===== src/rtl/mem_bus_decoder_if.sv =====
// Bus bundle between the picorv32 native memory port, the decoder and its peripheral slots.
// The decoder sits on the slave modport; the CPU/slot side (or a bench) uses master.
interface mem_bus_decoder_if #(
  parameter int NUM_SLAVES = 6
);
  logic                      mem_valid;
  logic [31:0]               mem_addr;
  logic [3:0]                mem_wstrb;
  logic                      mem_ready;
  logic [31:0]               mem_rdata;
  logic [NUM_SLAVES-1:0]     s_cs;
  logic [3:0]                s_wstrb;
  logic [NUM_SLAVES-1:0]     s_ready;
  logic [32*NUM_SLAVES-1:0]  s_rdata;

  modport master (
    output mem_valid, mem_addr, mem_wstrb, s_ready, s_rdata,
    input  mem_ready, mem_rdata, s_cs, s_wstrb
  );

  modport slave (
    input  mem_valid, mem_addr, mem_wstrb, s_ready, s_rdata,
    output mem_ready, mem_rdata, s_cs, s_wstrb
  );
endinterface


===== src/rtl/mem_bus_decoder.sv =====
// Address decoder and response mux from the picorv32 memory port to NUM_SLAVES slots.
// Optional handshake timeout is built only when BUS_TIMEOUT_EN is defined.
module mem_bus_decoder #(
  parameter int                    NUM_SLAVES     = 6,
  parameter int                    SEL_LSB        = 12,
  parameter int                    SEL_BITS       = 4,
  parameter logic [NUM_SLAVES-1:0] FIXED_LAT_MASK = 6'b101111,
  parameter int                    FIXED_LAT      = 1,
  parameter int                    TIMEOUT        = 255,
  parameter logic [31:0]           ERR_RDATA      = 32'hDEAD_BEEF
) (
  input  logic                   clk,
  input  logic                   rst_n,
  mem_bus_decoder_if.slave       bus,
  output logic                   err_irq,
  output logic [31:0]            err_addr,
  output logic [7:0]             err_count
);

  typedef enum logic [1:0] {
    ST_IDLE   = 2'b00,
    ST_ACCESS = 2'b01,
    ST_RESP   = 2'b10
  } state_t;

`ifdef BUS_TIMEOUT_EN
  localparam bit TIMEOUT_EN = 1'b1;
`else
  localparam bit TIMEOUT_EN = 1'b0;
`endif

  localparam logic [SEL_BITS:0] NUM_SLAVES_W = (SEL_BITS+1)'(NUM_SLAVES);
  localparam logic [7:0]        FIXED_END_W  = 8'(FIXED_LAT - 1);
  localparam logic [7:0]        TIMEOUT_W    = 8'(TIMEOUT);

  state_t                  state_r, state_n_s;
  logic [SEL_BITS-1:0]     sel_q_r, sel_n_s, sel_s;
  logic [7:0]              cnt_r, cnt_n_s;
  logic [31:0]             addr_r, addr_n_s;
  logic [NUM_SLAVES-1:0]   s_cs_r;
  logic                    mem_ready_r;
  logic [31:0]             mem_rdata_r;
  logic                    err_irq_r;
  logic [31:0]             err_addr_r;
  logic [7:0]              err_count_r;
  logic                    unmapped_s;
  logic                    capture_s;
  logic                    err_s;
  logic [31:0]             rdata_sel_s;
  logic                    ready_sel_s;
  logic                    fixed_sel_s;

  function automatic logic [NUM_SLAVES-1:0] onehot(input logic [SEL_BITS-1:0] sel);
    logic [NUM_SLAVES-1:0] oh;
    oh = {NUM_SLAVES{1'b0}};
    for (int i = 0; i < NUM_SLAVES; i++) begin
      oh[i] = (sel == SEL_BITS'(i));
    end
    return oh;
  endfunction

  assign sel_s      = bus.mem_addr[SEL_LSB +: SEL_BITS];
  assign unmapped_s = ({1'b0, sel_s} >= NUM_SLAVES_W);

  // Route the latched slot's data, ready and latency mode.
  always_comb begin
    rdata_sel_s = 32'h0000_0000;
    ready_sel_s = 1'b0;
    fixed_sel_s = 1'b0;
    for (int i = 0; i < NUM_SLAVES; i++) begin
      rdata_sel_s = (sel_q_r == SEL_BITS'(i)) ? bus.s_rdata[32*i +: 32] : rdata_sel_s;
      ready_sel_s = (sel_q_r == SEL_BITS'(i)) ? bus.s_ready[i]         : ready_sel_s;
      fixed_sel_s = (sel_q_r == SEL_BITS'(i)) ? FIXED_LAT_MASK[i]      : fixed_sel_s;
    end
  end

  // Next-state and transaction control.
  always_comb begin
    state_n_s = state_r;
    sel_n_s   = sel_q_r;
    cnt_n_s   = cnt_r;
    addr_n_s  = addr_r;
    capture_s = 1'b0;
    err_s     = 1'b0;
    case (state_r)
      ST_IDLE: begin
        if (bus.mem_valid) begin
          sel_n_s  = sel_s;
          addr_n_s = bus.mem_addr;
          cnt_n_s  = 8'd0;
          if (unmapped_s) begin
            state_n_s = ST_RESP;
            err_s     = 1'b1;
          end else begin
            state_n_s = ST_ACCESS;
          end
        end else begin
          state_n_s = ST_IDLE;
        end
      end
      ST_ACCESS: begin
        cnt_n_s = (cnt_r == 8'hFF) ? cnt_r : cnt_r + 8'd1;
        // A dropped request abandons the access silently.
        if (!bus.mem_valid) begin
          state_n_s = ST_IDLE;
        end else if (fixed_sel_s) begin
          if (cnt_r == FIXED_END_W) begin
            capture_s = 1'b1;
            state_n_s = ST_RESP;
          end else begin
            state_n_s = ST_ACCESS;
          end
        end else if (ready_sel_s) begin
          capture_s = 1'b1;
          state_n_s = ST_RESP;
        end else if (TIMEOUT_EN && (cnt_r == TIMEOUT_W)) begin
          err_s     = 1'b1;
          state_n_s = ST_RESP;
        end else begin
          state_n_s = ST_ACCESS;
        end
      end
      ST_RESP: begin
        state_n_s = ST_IDLE;
      end
      default: begin
        state_n_s = ST_IDLE;
      end
    endcase
  end

  // State, select, response and error registers.
  always_ff @(posedge clk) begin
    if (!rst_n) begin
      state_r     <= ST_IDLE;
      sel_q_r     <= {SEL_BITS{1'b0}};
      cnt_r       <= 8'd0;
      addr_r      <= 32'h0000_0000;
      s_cs_r      <= {NUM_SLAVES{1'b0}};
      mem_ready_r <= 1'b0;
      mem_rdata_r <= 32'h0000_0000;
      err_irq_r   <= 1'b0;
      err_addr_r  <= 32'h0000_0000;
      err_count_r <= 8'd0;
    end else begin
      state_r     <= state_n_s;
      sel_q_r     <= sel_n_s;
      cnt_r       <= cnt_n_s;
      addr_r      <= addr_n_s;
      s_cs_r      <= (state_n_s == ST_ACCESS) ? onehot(sel_n_s) : {NUM_SLAVES{1'b0}};
      mem_ready_r <= (state_n_s == ST_RESP);
      err_irq_r   <= err_s;
      if (err_s) begin
        mem_rdata_r <= ERR_RDATA;
        err_addr_r  <= addr_n_s;
        err_count_r <= (err_count_r == 8'hFF) ? err_count_r : err_count_r + 8'd1;
      end else if (capture_s) begin
        mem_rdata_r <= rdata_sel_s;
      end else begin
        mem_rdata_r <= mem_rdata_r;
      end
    end
  end

  assign bus.s_cs      = s_cs_r;
  assign bus.s_wstrb   = (|s_cs_r) ? bus.mem_wstrb : 4'b0000;
  assign bus.mem_ready = mem_ready_r;
  assign bus.mem_rdata = mem_rdata_r;
  assign err_irq       = err_irq_r;
  assign err_addr      = err_addr_r;
  assign err_count     = err_count_r;

endmodule


===== src/flat_wrapper.sv =====
// flat-port wrapper written by rule: the top's interface ports become plain ports
module mem_bus_decoder_flat 
#(
  parameter int                    NUM_SLAVES     = 6,
  parameter int                    SEL_LSB        = 12,
  parameter int                    SEL_BITS       = 4,
  parameter logic [NUM_SLAVES-1:0] FIXED_LAT_MASK = 6'b101111,
  parameter int                    FIXED_LAT      = 1,
  parameter int                    TIMEOUT        = 255,
  parameter logic [31:0]           ERR_RDATA      = 32'hDEAD_BEEF
)
  (clk, rst_n, err_irq, err_addr, err_count, bus_mem_valid, bus_mem_addr, bus_mem_wstrb, bus_s_ready, bus_s_rdata, bus_mem_ready, bus_mem_rdata, bus_s_cs, bus_s_wstrb);
  mem_bus_decoder_if #(.NUM_SLAVES(NUM_SLAVES)) bus_i ();
  input  logic clk;
  input  logic rst_n;
  output logic err_irq;
  output logic [31:0] err_addr;
  output logic [7:0] err_count;
  input wire logic [$bits(bus_i.mem_valid)-1:0] bus_mem_valid;
  input wire logic [$bits(bus_i.mem_addr)-1:0] bus_mem_addr;
  input wire logic [$bits(bus_i.mem_wstrb)-1:0] bus_mem_wstrb;
  input wire logic [$bits(bus_i.s_ready)-1:0] bus_s_ready;
  input wire logic [$bits(bus_i.s_rdata)-1:0] bus_s_rdata;
  output wire logic [$bits(bus_i.mem_ready)-1:0] bus_mem_ready;
  output wire logic [$bits(bus_i.mem_rdata)-1:0] bus_mem_rdata;
  output wire logic [$bits(bus_i.s_cs)-1:0] bus_s_cs;
  output wire logic [$bits(bus_i.s_wstrb)-1:0] bus_s_wstrb;
  assign bus_i.mem_valid = bus_mem_valid;
  assign bus_i.mem_addr = bus_mem_addr;
  assign bus_i.mem_wstrb = bus_mem_wstrb;
  assign bus_i.s_ready = bus_s_ready;
  assign bus_i.s_rdata = bus_s_rdata;
  assign bus_mem_ready = bus_i.mem_ready;
  assign bus_mem_rdata = bus_i.mem_rdata;
  assign bus_s_cs = bus_i.s_cs;
  assign bus_s_wstrb = bus_i.s_wstrb;
  mem_bus_decoder #(.NUM_SLAVES(NUM_SLAVES), .SEL_LSB(SEL_LSB), .SEL_BITS(SEL_BITS), .FIXED_LAT_MASK(FIXED_LAT_MASK), .FIXED_LAT(FIXED_LAT), .TIMEOUT(TIMEOUT), .ERR_RDATA(ERR_RDATA)) u_core (.clk(clk), .rst_n(rst_n), .bus(bus_i), .err_irq(err_irq), .err_addr(err_addr), .err_count(err_count));
endmodule

===== config.mk =====
export PLATFORM = sky130hd
export DESIGN_NAME = mem_bus_decoder_flat
export DESIGN_NICKNAME = d
export VERILOG_FILES = /design/src/rtl/mem_bus_decoder_if.sv /design/src/rtl/mem_bus_decoder.sv /design/src/flat_wrapper.sv
export SDC_FILE = /design/constraint.sdc
export NUM_CORES = 1
export LEC_CHECK = 0
export CAP_MARGIN = 40
export CORE_MARGIN = 10
export CORE_UTILIZATION = 43
export DETAILED_ROUTE_END_ITERATION = 6
export PLACE_DENSITY = 0.86
export SYNTH_ARGS = -nofsm -noshare
export SYNTH_HDL_FRONTEND = slang
export SYNTH_SLANG_ARGS = --single-unit

===== constraint.sdc =====
create_clock -name clk -period 5.4 [get_ports clk]
set_input_delay 1.35 -clock clk [delete_from_list [all_inputs] [get_ports clk]]
set_output_delay 1.35 -clock clk [all_outputs]
set_load 0.01 [all_outputs]

; ---- Word level (Yosys, flattened, before mapping)
; Cells that the tools add are included.
[word_totals]
rom_bits = 0
n_memories = 0
latch_bits = 0
input_bits = 237
ff_bits = 126
output_inout_bits = 84
mem_bits_rw = 0
[classes]
magnitude_cmp = 1
bitwise_logic = 2
muxes = 43
eq_ne = 17
add_sub_neg = 2
n_div = 0
n_shift = 0
n_reduce_logical = 11
mul = 0
[op_table]
columns = operator, count
row1 = 32-bit 2-to-1 mux, 10
row2 = 1-bit 2-to-1 mux, 20
row3 = "8-bit by 1-bit adder with 8-bit output, second input constant", 2
row4 = "4-bit by 2-bit == test with 1-bit output, second input constant", 4
row5 = "4-bit by 3-bit == test with 1-bit output, second input constant", 4
row6 = "8-bit == test, second input constant", 2
row7 = 8-bit 2-to-1 mux, 2
row8 = 8-bit case mux with 2 select lines, 1
row9 = 2-bit 2-to-1 mux, 6
row10 = 4-bit 2-to-1 mux, 3
row11 = "4-bit by 1-bit == test with 1-bit output, second input constant", 2
row12 = 4-bit zero test, 2
row13 = 8-bit zero test, 1
row14 = 6-bit OR reduction, 1
row15 = "2-bit by 1-bit == test with 1-bit output, second input constant", 2
row16 = "4-bit by 3-bit greater-or-equal comparator with 1-bit output, second input constant", 1
row17 = "2-bit != test, second input constant", 2
row18 = 2-bit case mux with 2 select lines, 1
row19 = 2-bit AND reduction, 2
row20 = 2-bit nonzero test, 2
row21 = 3-bit AND reduction, 1
row22 = "2-bit == test, second input constant", 1
row23 = 2-bit zero test, 1
row24 = 1-bit NOT, 2
row25 = 2-bit OR reduction, 1

; ---- Depth between registers and ports, before layout
[logic_depth]
ltp_word = 13
mapped_depth = 9
ltp_nobuf = 7

; ---- Worst setup path before layout
; Ideal clock, no wire load.
[synth_timing]
path_type = in2out
start = input bus_mem_wstrb[0]
end = output bus_s_wstrb[0]
path_buffers = 0
path_stages = 1
path_slack_ns = 2.554
arrival_ns = 1.496
path_cell_list = and2_1
[synth_via]
elab_chain_cells = 1
[synth_lines]
columns = element, line
row1 = "start, declared", flat_wrapper.sv:21  ; input wire logic [$bits(bus_i.mem_wstrb)-1:0] bus_mem_wstrb;
row2 = 4-bit 2-to-1 mux, mem_bus_decoder.sv:166  ; assign bus.s_wstrb = (|s_cs_r) ? bus.mem_wstrb : 4'b0000;
row3 = "end, declared", flat_wrapper.sv:27  ; output wire logic [$bits(bus_i.s_wstrb)-1:0] bus_s_wstrb;
; Every way passes these cells.

; ---- Final worst setup path
[layout_timing]
start = input bus_mem_wstrb[2]
end = output bus_s_wstrb[2]
; The elaborated chain is that of the path after synthesis.

==> impl_summary.md <==
Synth
The most common cell in the netlist is dfxtp_1. Synthesis produced a netlist whose cell count is a little over 700. After synthesis, the most frequently instantiated cells are dfxtp_1, nand2_1, a21oi_1.

Counting flops with a built-in enable in the synthesized netlist gives 0. The netlist area before placement is 6150 µm². Counting flops with an async set or reset pin after synthesis yields a share of 0%. The average cell area after synthesis is 8.47 µm². Summing the sequential cell areas from Yosys gives 40.1% of the chip area.

After synthesis the netlist holds a flip-flop and latch count of 123. The total nets after synthesis is roughly 970. The largest total area in the synthesized netlist belongs to dfxtp_1.

Yosys printed 0 warnings. For this run, the leading register cell type out of synthesis is dfxtp_1. The netlist uses 52 different library cells. Yosys attributes the largest share of cell area to dfxtp_1, nand2_1, mux2i_1. The area share of the largest cell type after synthesis is 40.1%.

Worst setup path
The critical setup path kind is in2out. In this run the critical register-to-register path is captured at u_core.bus.mem_rdata[8]$_SDFFE_PP0P_. STA puts the critical path data required time at 4.05 ns. The worst setup path is captured at an output pin. The launching instance or port of the critical path is bus_mem_wstrb[2]. The peak fanout along the critical path is 1. The type of element launching the critical path is an input pin. The startpoint of the most critical register-to-register path is u_core.cnt_r[0]$_SDFFE_PN0P_. The worst register-to-register path has a depth of 8. The arrival time at the worst endpoint is 2.44 ns. The register-to-register setup slack is 3.05 ns.

Timing
Setup repair after global routing left no endpoint under its margin. After routing, the total negative slack on setup checks comes to 0 ns. The clock arrives with approximately 0.011 ns of skew. The max-slew violation count is 0. The worst slew margin relative to its limit is 39.0%. The total count of hold-check failures in the final report is 0. The achievable frequency is 0.264 GHz. The minimum period implied by the final worst setup slack is 3.79 ns. The final critical path takes up between 70% and 80% of the cycle. The measured slew at the worst slew-check pin is around 0.91 ns. The final-report setup violation count is 0.

Placed design
At the end of routability-driven placement, the weighted congestion stood at 0.888. The final HPWL from detailed placement is 19600 µm. During placement, the flow inserted port buffers numbering ~320.

GRT
The total routing usage reported by global routing is 24.8%. In the global route stage, met1 resource usage came out at 28.8%. The wire length of the first global-routing pass is between 30000 and 40000 µm.

After global routing the overflow that remains totals 0. The global routing usage on met2 is 44.3%. The fraction of met3 tracks used by global routing is 6.43%. The number of global-route vias before repair was around 6300. Entering global routing, the biggest net connects 66 pins. The number of antenna violations at the first check in global routing is 0. The global routing stage identified its most utilized layer as met2.

Worst hold path
The startpoint of the most critical hold path is u_core.err_addr[15]$_SDFFE_PN0P_. The path class of the tightest hold or removal check is reg2reg. The worst hold path passes through 2 cells. For hold timing, the worst endpoint is u_core.err_addr[15]$_SDFFE_PN0P_.

Route
In the routed layout, each cell is associated on average with a via count of 5.49. The total number of vias is approximately 6600. Once detail routing completed, the nets flagged for antenna violations numbered 0.

In the routed design, unresolved DRC markers number 0. For this block, the initial DRC count from the detailed router was 543. The length of the first detailed-routing pass in iterations is 5. The routed design has approximately 26000 µm of wire. The routed wirelength normalized by instance count is 21.3 µm.

Power
IR analysis of the VDD net gives a maximum drop of 0.247 mV. The total power is approximately 2.9 mW. The power per cell area is 287 nW/µm². The leakage power of the design is between 3 and 4 nW.

Clocking
The quantity of gates resized following cts is 0. The maximum number of buffers from clock root to sink is 2. The H-tree was split into 4 levels.

The clock latency at the later pin of the worst-skew pair is 0.41 ns. The post-CTS setup buffer count is 0. In this run, CTS created clock tree buffers numbering 17.

TritonCTS built the clock tree. After clock tree synthesis, the clock-pin slew on the worst setup and hold paths is 0.05 ns. The cts-stage hold buffer count is 0. The total number of clock tree sinks is 123. The cell at the root of the clock tree is clkbuf_16.

Layout
Across the whole layout, storage elements account for 2470 µm². The multi-input gate area in the final layout is 3370 µm². Counting the fill cells in the layout gives ~1100. The share of post-route cells with drive strength above 1 is 7.91%. Relative to the synthesized area, the layout overhead comes to 63.2%. The antenna diode instance count is 0. The number of nets in the layout is approximately 1300.

Die
The core region is 13900 µm². The floorplan row count is 43. In this run the vertical extent of the chip is 140 µm.

The die footprint is 19500 µm². The effective utilization at floorplan is ~44%. The total I/O pin count is 321.

The floorplan die width is 140 µm.

Status
The flow ran to the end, and the final reports show no timing, DRC or antenna violations.

Flow run
The tool flagged a number of max-cap violations equal to 0.
[cells by family (layout without fill, tap and decap cells)]
kind of cell             Yosys count  count (layout)  synth area share [%]
AO/OA/AOI/OAI                    234             234                  27.1
multiplexers                      41              41                  6.78
AND/OR/NAND/NOR                  246             246                  18.6
buffers and inverters             68             366                  5.33
XOR/XNOR                          11              11                  1.57
adder cells (fa/ha/maj)            3               3                 0.611
flip-flops                       123             123                  40.1
[registers in the layout (all words and copies together) (netlist names)]
register              flops
u_core.sel_q_r            4
u_core.state_r            2
u_core.bus.mem_ready      1
u_core.addr_r            29
u_core.bus.mem_rdata     32
u_core.err_irq            1
u_core.cnt_r              8
u_core.err_count          8
u_core.bus.s_cs           6
u_core.err_addr          32
[worst max-delay path by stage]
stage / cells after the start / end / slack [ns]
floorplan: 1 / bus_s_wstrb[0] / 2.55
global placement: 3 / bus_s_wstrb[2] / 1.60
detailed placement: 6 / u_core.bus.s_cs[3]$_SDFF_PN0_ / 1.59
CTS: 3 / bus_s_wstrb[2] / 1.60
global route: 3 / bus_s_wstrb[2] / 1.54
finish: 3 / bus_s_wstrb[2] / 1.61
[where the power goes]
| part | leakage (nW) | internal (mW) | switching [mW] |
|---|---|---|---|
| clock network | 0.310 | 0.827 | 0.421 |
| registers | 1.01 | 0.967 | 0.0323 |
| logic | 2.32 | 0.341 | 0.285 |
[per-layer routing]
metal | vias to the layer above | share of wire (%)
met5 | - | 0
met4 | 0 | 1.2
met3 | 24 | 6.4
met2 | 241 | 52
met1 | 3122 | 40
li1 | 3225 | -
[metrics by stage]
step	util [%]	std cells	hold WS, ns	setup WS, ns	area, µm²
after floorplan	-	726	0.444	2.55	6150
final	72.0	1204	0.462	1.61	10000
after detailed placement	67.2	1172	0.458	1.59	9370
after global routing	72.0	1204	0.484	1.54	10000
after CTS	72.0	1204	0.466	1.60	10000
after global placement	66.9	1170	0.445	1.60	9330
[worst max-delay path: stages]
cell	delay, ns
clkdlybuf4s50_1	0.45
and2_1	0.11
clkdlybuf4s50_1	0.54
[cell type report]
class | instances | area share [%]
Clock buffer | 20 | 4.77
Clock inverter | 12 | 1.81
Inverter | 5 | 0.187
Tap cell | 180 | 2.25
Multi-Input combinational cell | 535 | 33.6
Timing Repair Buffer | 329 | 32.8
Sequential cell | 123 | 24.6
[placed cells by master (no fill, tap or decap), drive strengths merged, types with 3 or more instances in the layout]
cell type      Yosys  final
dfxtp            123    123
o221ai            24     24
o22ai             36     36
and3               5      5
nor3               5      5
o21ai             43     43
clkinvlp           0      4
a221o              4      4
ha                 3      3
nor2              57     57
and2               8      8
mux2i             36     36
mux2               5      5
nor2b             24     24
a21oi             65     65
nand2            117    117
inv                4      7
a311oi            30     30
clkdlybuf4s50      0    315
nand3              3      3
o31ai             24     24
nand2b             5      5
bufinv             0      4
buf               35     14
nor4               3      3
nand4              5      5
clkbuf            28     20
xor2               9      9
(Power assumes the default switching activity.)
